==> config.mk <==
export PLATFORM = sky130hd
export DESIGN_NAME = prog_ram_loader_flat
export DESIGN_NICKNAME = d
export VERILOG_FILES = /design/src/rtl/prog_ram_loader_if.sv /design/src/rtl/prog_ram_loader.sv /design/src/flat_wrapper.sv
export SDC_FILE = /design/constraint.sdc
export NUM_CORES = 1
export LEC_CHECK = 0
export ABC_AREA = 1
export CORE_ASPECT_RATIO = 0.9
export CORE_MARGIN = 10
export CORE_UTILIZATION = 55
export DETAILED_ROUTE_END_ITERATION = 10
export PLACE_DENSITY = 0.77
export SKIP_LAST_GASP = 1
export SLEW_MARGIN = 20
export SYNTH_ARGS = -nofsm -noshare
export SYNTH_HDL_FRONTEND = slang
export SYNTH_SLANG_ARGS = --single-unit
==> constraint.sdc <==
create_clock -name clk -period 3.4 [get_ports clk]
set_clock_uncertainty 0.05 [all_clocks]
set_input_delay 0.68 -clock clk [delete_from_list [all_inputs] [get_ports clk]]
set_output_delay 0.68 -clock clk [all_outputs]
set_load 0.1 [all_outputs]
==> src/rtl/prog_ram_loader_if.sv <==
// Bus between the accumulator CPU / load pins and the writable program store.
// master: drives the load pins and the fetch address. slave: the program store.
interface prog_ram_loader_if #(
  parameter int AW = 4,
  parameter int DW = 8
);
  logic          load_en;
  logic          wr_strobe;
  logic [DW-1:0] wr_data;
  logic [AW-1:0] pc;
  logic [DW-1:0] instr;
  logic          ready;
  logic [AW:0]   wr_count;
  logic [DW-1:0] csum;

  modport master (
    output load_en, wr_strobe, wr_data, pc,
    input  instr, ready, wr_count, csum
  );

  modport slave (
    input  load_en, wr_strobe, wr_data, pc,
    output instr, ready, wr_count, csum
  );
endinterface

==> src/rtl/prog_ram_loader.sv <==
// Writable program store for the accumulator CPU. Bytes arrive serially from
// pins (wr_strobe rising edges while load_en is high); once PROG_LEN bytes are
// resident, ready rises and instr serves mem[pc] combinationally.
// Optional feature: define LOADER_CHECKSUM_EN to keep a running XOR of the
// bytes written since the last load start on csum (otherwise csum is 0).
module prog_ram_loader #(
  parameter int AW       = 4,
  parameter int DW       = 8,
  parameter int PROG_LEN = 6
) (
  input logic              clk,
  input logic              rst_n,
  prog_ram_loader_if.slave bus
);

  localparam int          DEPTH      = 2 ** AW;
  localparam logic [AW:0] PROG_LEN_W = (AW + 1)'(PROG_LEN);

  typedef enum logic [1:0] {
    IDLE  = 2'd0,
    LOAD  = 2'd1,
    READY = 2'd2
  } state_e;

  state_e        state_q, state_d;
  logic [AW:0]   wr_count_q, wr_count_d;
  logic [DW-1:0] mem_q [DEPTH];
  logic [DW-1:0] mem_d [DEPTH];

  // Three-flop chains: meta, synchronised level, previous level for edges.
  logic load_meta_q, load_s_q, load_prev_q;
  logic strb_meta_q, strb_s_q, strb_prev_q;

  logic ld_rise, strb_rise;
  logic load_start;  // entering LOAD: counters clear
  logic wr_en;       // a byte is written this cycle

  assign ld_rise   = load_s_q & ~load_prev_q;
  assign strb_rise = strb_s_q & ~strb_prev_q;

  // Pin synchronisers and edge-detect registers.
  always_ff @(posedge clk or negedge rst_n) begin
    if (!rst_n) begin
      load_meta_q <= 1'b0;
      load_s_q    <= 1'b0;
      load_prev_q <= 1'b0;
      strb_meta_q <= 1'b0;
      strb_s_q    <= 1'b0;
      strb_prev_q <= 1'b0;
    end else begin
      // NOTE: non-blocking assignments make every flop sample its input
      // before any of them updates, so the chain shifts one stage per clock.
      load_meta_q <= bus.load_en;
      load_s_q    <= load_meta_q;
      load_prev_q <= load_s_q;
      strb_meta_q <= bus.wr_strobe;
      strb_s_q    <= strb_meta_q;
      strb_prev_q <= strb_s_q;
    end
  end

  // Next state, write enable and write address for the load sequencer.
  always_comb begin
    // NOTE: every signal gets a default first so no path leaves one
    // unassigned, which would otherwise infer a latch.
    state_d    = state_q;
    wr_count_d = wr_count_q;
    mem_d      = mem_q;
    load_start = 1'b0;
    wr_en      = 1'b0;

    unique case (state_q)
      IDLE: begin
        if (ld_rise) begin
          state_d    = LOAD;
          wr_count_d = '0;
          load_start = 1'b1;
        end
      end

      LOAD: begin
        // The write happens first; completion takes priority over abort.
        if (strb_rise) begin
          wr_en                          = 1'b1;
          mem_d[wr_count_q[AW-1:0]]      = bus.wr_data;
          wr_count_d                     = wr_count_q + (AW + 1)'(1);
        end
        if (strb_rise && (wr_count_d == PROG_LEN_W)) begin
          state_d = READY;
        end else if (!load_s_q) begin
          state_d = IDLE;
        end
      end

      READY: begin
        // Strobes are ignored here; only a fresh load_en rise reloads.
        if (ld_rise) begin
          state_d    = LOAD;
          wr_count_d = '0;
          load_start = 1'b1;
        end
      end

      default: state_d = IDLE;
    endcase
  end

  // State, counter and program memory registers.
  always_ff @(posedge clk or negedge rst_n) begin
    if (!rst_n) begin
      state_q    <= IDLE;
      wr_count_q <= '0;
      // NOTE: the store is cleared on reset so a CPU never fetches stale
      // code; this keeps it in flops rather than a RAM macro.
      for (int i = 0; i < DEPTH; i++) mem_q[i] <= '0;
    end else begin
      state_q    <= state_d;
      wr_count_q <= wr_count_d;
      for (int i = 0; i < DEPTH; i++) mem_q[i] <= mem_d[i];
    end
  end

`ifdef LOADER_CHECKSUM_EN
  logic [DW-1:0] csum_q, csum_d;

  // Running XOR of bytes written since the last load start.
  always_comb begin
    csum_d = csum_q;
    if (load_start)  csum_d = '0;
    else if (wr_en)  csum_d = csum_q ^ bus.wr_data;
  end

  // Checksum register.
  always_ff @(posedge clk or negedge rst_n) begin
    if (!rst_n) csum_q <= '0;
    else        csum_q <= csum_d;
  end

  assign bus.csum = csum_q;
`else
  assign bus.csum = '0;
`endif

  assign bus.ready    = (state_q == READY);
  assign bus.wr_count = wr_count_q;
  // Zero-latency fetch; outside the program or before it is complete, a NOP of 0.
  assign bus.instr    = ((state_q == READY) && ({1'b0, bus.pc} < PROG_LEN_W))
                        ? mem_q[bus.pc] : '0;

endmodule

==> src/flat_wrapper.sv <==
// flat-port wrapper written by rule: the top's interface ports become plain ports
module prog_ram_loader_flat 
#(
  parameter int AW       = 4,
  parameter int DW       = 8,
  parameter int PROG_LEN = 6
)
  (clk, rst_n, bus_load_en, bus_wr_strobe, bus_wr_data, bus_pc, bus_instr, bus_ready, bus_wr_count, bus_csum);
  prog_ram_loader_if #(.AW(AW), .DW(DW)) bus_i ();
  input logic clk;
  input logic rst_n;
  input wire logic [$bits(bus_i.load_en)-1:0] bus_load_en;
  input wire logic [$bits(bus_i.wr_strobe)-1:0] bus_wr_strobe;
  input wire logic [$bits(bus_i.wr_data)-1:0] bus_wr_data;
  input wire logic [$bits(bus_i.pc)-1:0] bus_pc;
  output wire logic [$bits(bus_i.instr)-1:0] bus_instr;
  output wire logic [$bits(bus_i.ready)-1:0] bus_ready;
  output wire logic [$bits(bus_i.wr_count)-1:0] bus_wr_count;
  output wire logic [$bits(bus_i.csum)-1:0] bus_csum;
  assign bus_i.load_en = bus_load_en;
  assign bus_i.wr_strobe = bus_wr_strobe;
  assign bus_i.wr_data = bus_wr_data;
  assign bus_i.pc = bus_pc;
  assign bus_instr = bus_i.instr;
  assign bus_ready = bus_i.ready;
  assign bus_wr_count = bus_i.wr_count;
  assign bus_csum = bus_i.csum;
  prog_ram_loader #(.AW(AW), .DW(DW), .PROG_LEN(PROG_LEN)) u_core (.clk(clk), .rst_n(rst_n), .bus(bus_i));
endmodule
---- Word level (Yosys, flattened, before mapping) ----
Cells that the tools add are included.
W data, S select, Z words.
cells by class
  add/sub/neg operators ................... 1
  magnitude comparators ................... 4
  equality and inequality tests ........... 5
  multiplexer cells ....................... 15
  bitwise operators ....................... 6
  reduce and logical (&&, ||, !) cells .... 9
operator list
  kind                   count
  $bwmux W128            1
  $bmux W8 S4            1
  $demux W8 S4           1
  $mux W8                4
  $mux W5                3
  $ge A5 B5 Y1 const B   2
  $not A4 Y5             2
  $pmux W5 S2            1
  $mux W2                3
  $reduce_and A2 Y1      3
  $add A5 B1 Y5 const B  1
  $eq A5 B3 Y1 const B   1
  $lt A5 B1 Y1 const B   1
  $lt A4 B3 Y1 const B   1
  $pmux W2 S2            1
  $logic_and A1 B1 Y1    3
  $ne A3 B3 Y1 const B   1
  $and A1 B1 Y1          2
  $eq A2 B1 Y1 const B   1
  $eq A2 B2 Y1 const B   1
  $logic_not A2 Y1       1
  $ne A2 B1 Y1 const B   1
  $not A1 Y1             2
  $reduce_bool A2 Y1     1
  $reduce_or A2 Y1       1
storage, ports and cells
  flip-flop bits (word level) ............. 141
  word-level logic and storage cells ...... 64

---- Logic depth before layout (Yosys ltp) ----
  word-level depth ........................ 8
  depth in mapped cells ................... 9

---- Least setup slack after synthesis ----
OpenSTA, ideal clock, no wires.
  kind .................................... input-to-output
  start point ............................. input bus_pc[0]
  end point ............................... output bus_instr[5]
  arrival ................................. 2722 ps
  setup slack ............................. -52 ps
  stages .................................. 7
  path buffers ............................ 2
  cell sequence ........................... clkbuf_1 -> inv_1 -> clkbuf_1 -> nand2_1 -> nand3_1 -> nand3_1 -> nor2_1
on the way
  longest elaborated chain between the ends .. 5
  elaborated cells on any way between the ends .. 7
RTL lines
  item                                         RTL line                text
  start: declaration                           flat_wrapper.sv:15      input wire logic [$bits(bus_i.pc)-1:0] bus_pc;
  $not A4 Y5 (implied by the code)             prog_ram_loader.sv:148  ? mem_q[bus.pc] : '0;
  $bmux W8 S4                                  prog_ram_loader.sv:148
  $mux W8 (implied by the code) (2 in series)  prog_ram_loader.sv:148
  $mux W8 *                                    prog_ram_loader.sv:148
  end: declaration                             flat_wrapper.sv:16      output wire logic [$bits(bus_i.instr)-1:0] bus_instr;
Mark *: on every way between the ends. The rest lies on a longest branch, timed or not. The select of a mux whose other input is x is not followed.

---- Worst setup path in the final report ----
  start point ............................. input bus_pc[0]
  end point ............................... output bus_instr[4]
The elaborated chain is that of the path after synthesis.

==> reports/summary.md <==
The flow ran to the end, and the final reports show no timing, DRC or antenna violations. The tools report the kind of start point of the critical path as an input pin. Summed over all layers, the global routing overflow is 0. The setup path with the least slack is of type in -> out.

For the maximum buffer depth of the clock tree, the log shows 2. For this run, the register share of the synthesized area comes to 50.6%. Once detail routing completed, the nets flagged for antenna violations numbered 0. The synthesized design contains 61 register bits. By area the synthesized netlist is led by sky130_fd_sc_hd__dfrtp_1 51%, sky130_fd_sc_hd__nand2_1 14%, sky130_fd_sc_hd__o21ai_0 7.0%. Worst setup path startpoint: bus_pc[0].

The floorplan has 25 rows. Worst IR drop on VDD: 0.398 mV. Origin of the critical flop-to-flop path: u_core.bus.wr_count[1]. In this run the power density over the cells is 580 nW/um^2. The final critical-path setup slack is 0.470 ns, and the initial detailed-routing violation count is 249.

For the post-DP HPWL, the log shows 4.84 mm. Setup repair after global routing left no endpoint under its margin. The worst stage delay on the critical path was 0.56 ns; the number of cells traversed by the worst register-to-register path was 5.

In the routed layout, each cell is associated on average with a via count of 5.43. At the end of routability-driven placement, the weighted congestion stood at 0.859. The clock drives 61 sinks. Cells with a size suffix above 1 make up 13.8% of the layout. Across the run, the number of max-cap violations was 0. The critical path capture point is bus_instr[4].

Ranked by instance count, the synthesized netlist is headed by 112 x sky130_fd_sc_hd__nand2_1, 61 x sky130_fd_sc_hd__dfrtp_1, 42 x sky130_fd_sc_hd__o21ai_0. The highest-delay cell along the critical path was sky130_fd_sc_hd__clkdlybuf4s50_1. The first detailed-routing pass took 5 iterations.

For the via count of the first global-routing pass, the log shows 2,431. The logs give 2.20 ns for the arrival time at the worst endpoint and 0 ns for the final sum of negative setup slack. The effective utilization at floorplan is 57.1%, and the die span in y is 90.3 um. Of all flip-flops after synthesis, the portion carrying an async set or reset was 100%. STA classifies the critical path endpoint as an output port.

Counting stages on the worst path, the most repeated cell is sky130_fd_sc_hd__nand3_1. For the core area, the log shows 5290 um^2. The root buffer cell was sky130_fd_sc_hd__clkbuf_8. TritonCTS built the clock tree. From synthesis to final layout, the design area changed by 16.2%. The netlist uses 27 different library cells.

After detailed routing, the number of remaining DRC violations is 0. The fill cell total of the finished layout is 452, and the final routed wire length divided by cell count is 15.2 um. The combined area of all synthesized cells was 3020 um^2; the maximum number of pins on one net before global-route repair was 62. Most area-hungry cell type in the Yosys netlist: sky130_fd_sc_hd__dfrtp_1. The synthesized design devotes to its leading area cell type 50.6% of total area. From left edge to right edge, the die measures 98.1 um. The number of flops mapped to enable cells by yosys was 0. For the pre-CTS setup slack, the log shows 0.484 ns.

Static timing analysis puts the maximum clock frequency at 341 MHz. Across all layers, the routed design uses 2,493 vias. For the total inserted antenna cells, the log shows 0. Averaged over all synthesized cells, the footprint is 8.26 um^2. For the floorplan die area, the log shows 8850 um^2. Number of H-tree levels: 3. The clock transition time at the flip-flop clock pins of the worst setup and hold paths is 0.07 ns, and the reg-to-reg setup timing slack is 1.56 ns.

For the number of setup buffers added after CTS, the log shows 0. The count of buffers added on input and output ports is 29. The first global-routing pass estimated 12.0 mm of wire. The number of antenna violations at the first check in global routing is 0, and the final net count is 407.

The actual slew at the worst max-slew pin came out at 0.765 ns. Counting every instance in the synthesized netlist gives 365. The most used flip-flop cell after synthesis was sky130_fd_sc_hd__dfrtp_1. The run gives 16.4% as the total routing usage reported by global routing. The worst hold path belongs to the class reg -> reg. The end of the worst register-to-register path was u_core.mem_q[112]. The logs give 6.99 mm for the aggregate routed wire length and 0 for the max-slew violation count.

For this run, the share of the core covered by cells in the final layout is 66.3%. STA puts the critical path data required time at 2.67 ns. 38 I/O pins were placed. The tools report the number of buffers added by the clock tree synthesis step as 9. In this run the static leakage power is 1.70 nW. The number of hold buffers added after CTS was 0. The most common cell in the synthesized netlist is sky130_fd_sc_hd__nand2_1.

Setup violations remaining at the end of the flow were counted as 0. Gates resized during post-CTS repair numbered 0. The minimum clock period after layout works out to 2.93 ns. The tools report the count of yosys warnings during synthesis as 0.

The run gives 0 as the number of endpoints with negative hold slack in the final report. Walking the worst path, the cells encountered are clkdlybuf4s50_1, buf_4, nand2_1, nand3_1, nand3_1, nor2_2, buf_12. Along the worst path, the maximum fanout reaches 20. The share of the clock period used by the worst path after layout was 86.2%.

The worst relative slew slack was 49.0%. The clock latency on the worst-skew pair came out at 0.34 ns.
state kept, by name, indices dropped and copies added (netlist names):
register             cells
u_core.bus.wr_count      5
u_core.load_meta_q       1
u_core.load_prev_q       1
u_core.load_s_q          1
u_core.mem_q            48
u_core.state_q           2
u_core.strb_meta_q       1
u_core.strb_prev_q       1
u_core.strb_s_q          1
where the power goes:
group / leakage (nW) / internal (mW) / switching (mW)
registers: 0.646 / 0.906 / 0.121
logic: 0.971 / 0.154 / 0.300
clock network: 0.0824 / 0.262 / 0.290
total: 1.70 / 1.32 / 0.711
layout make-up:
class / instances / area, um^2 / area share [%]
Sequential cell: 61 / 1530 / 43.5
Inverter: 23 / 88.8 / 2.53
Clock inverter: 6 / 38.8 / 1.11
Timing Repair Buffer: 35 / 395 / 11.3
Tap cell: 67 / 83.8 / 2.39
Multi-Input combinational cell: 257 / 1240 / 35.5
Clock buffer: 10 / 128 / 3.64
metrics by stage:
stage / area, um^2 / instances / power (mW) / hold slack, ns
3_3_place_gp: 3340 / 443 / 1.46 / 0.282
4_1_cts: 3510 / 459 / 2.04 / 0.303
3_5_place_dp: 3340 / 443 / 1.49 / 0.286
5_1_grt: 3510 / 459 / 2.16 / 0.322
6_report: 3510 / 459 / 2.03 / 0.300
2_1_floorplan: 3060 / 372 / 1.36 / 0.281
routing by layer:
metal / share of wire [%] / vias up / wire length [um] / track usage, %
met4: 0.77 / 0 / 54 / 4.72
met1: 46 / 1199 / 3200 / 21.7
met5: 0 / - / 0 / 0
met3: 6.8 / 7 / 472 / 5.89
li1: - / 1202 / - / -
met2: 47 / 85 / 3260 / 24.5
cell usage in the layout, fill, tap and decap left out, types with 2 or more instances in the layout:
cell type / n
sky130_fd_sc_hd__clkinvlp_4: 2
sky130_fd_sc_hd__nand4_4: 3
sky130_fd_sc_hd__clkdlybuf4s50_1: 14
sky130_fd_sc_hd__clkbuf_8: 9
sky130_fd_sc_hd__buf_4: 12
sky130_fd_sc_hd__conb_1: 8
sky130_fd_sc_hd__nand3_1: 33
sky130_fd_sc_hd__clkinv_2: 3
sky130_fd_sc_hd__o22ai_1: 4
sky130_fd_sc_hd__nor2_2: 9
sky130_fd_sc_hd__o21ai_1: 8
sky130_fd_sc_hd__dfrtp_1: 61
sky130_fd_sc_hd__a21oi_1: 8
sky130_fd_sc_hd__inv_1: 21
sky130_fd_sc_hd__nor2_1: 18
sky130_fd_sc_hd__o21ai_0: 42
sky130_fd_sc_hd__nand2_1: 112
sky130_fd_sc_hd__buf_12: 8
sky130_fd_sc_hd__nor2_4: 2
sky130_fd_sc_hd__ha_1: 4
critical path: cells and delay by family:
kind	cells	cell delay [ns]
buffers and inverters	3	1.03
AND/OR/NAND/NOR	4	0.48
worst min-delay path by stage:
stage	startpoint	to	slack [ns]	cells past startpoint
2_1_floorplan	u_core.load_meta_q	u_core.load_s_q	0.28	0
3_3_place_gp	u_core.strb_meta_q	u_core.strb_s_q	0.28	0
3_5_place_dp	u_core.strb_meta_q	u_core.strb_s_q	0.29	0
4_1_cts	u_core.load_meta_q	u_core.load_s_q	0.30	0
5_1_grt	u_core.strb_meta_q	u_core.strb_s_q	0.32	0
6_report	u_core.strb_meta_q	u_core.strb_s_q	0.30	0
logic make-up after synthesis:
family                     after synthesis  synth area share (%)
muxes                                    1                 0.332
other                                    1                 0.124
DFF                                     61                  50.6
buffers and inverters                   54                  9.66
AOI/OAI and AO/OA                       63                  10.7
and+or+nand+nor                        181                  26.9
adders and majority gates                4                  1.66
Note: power is estimated with default switching activity, not from simulation.
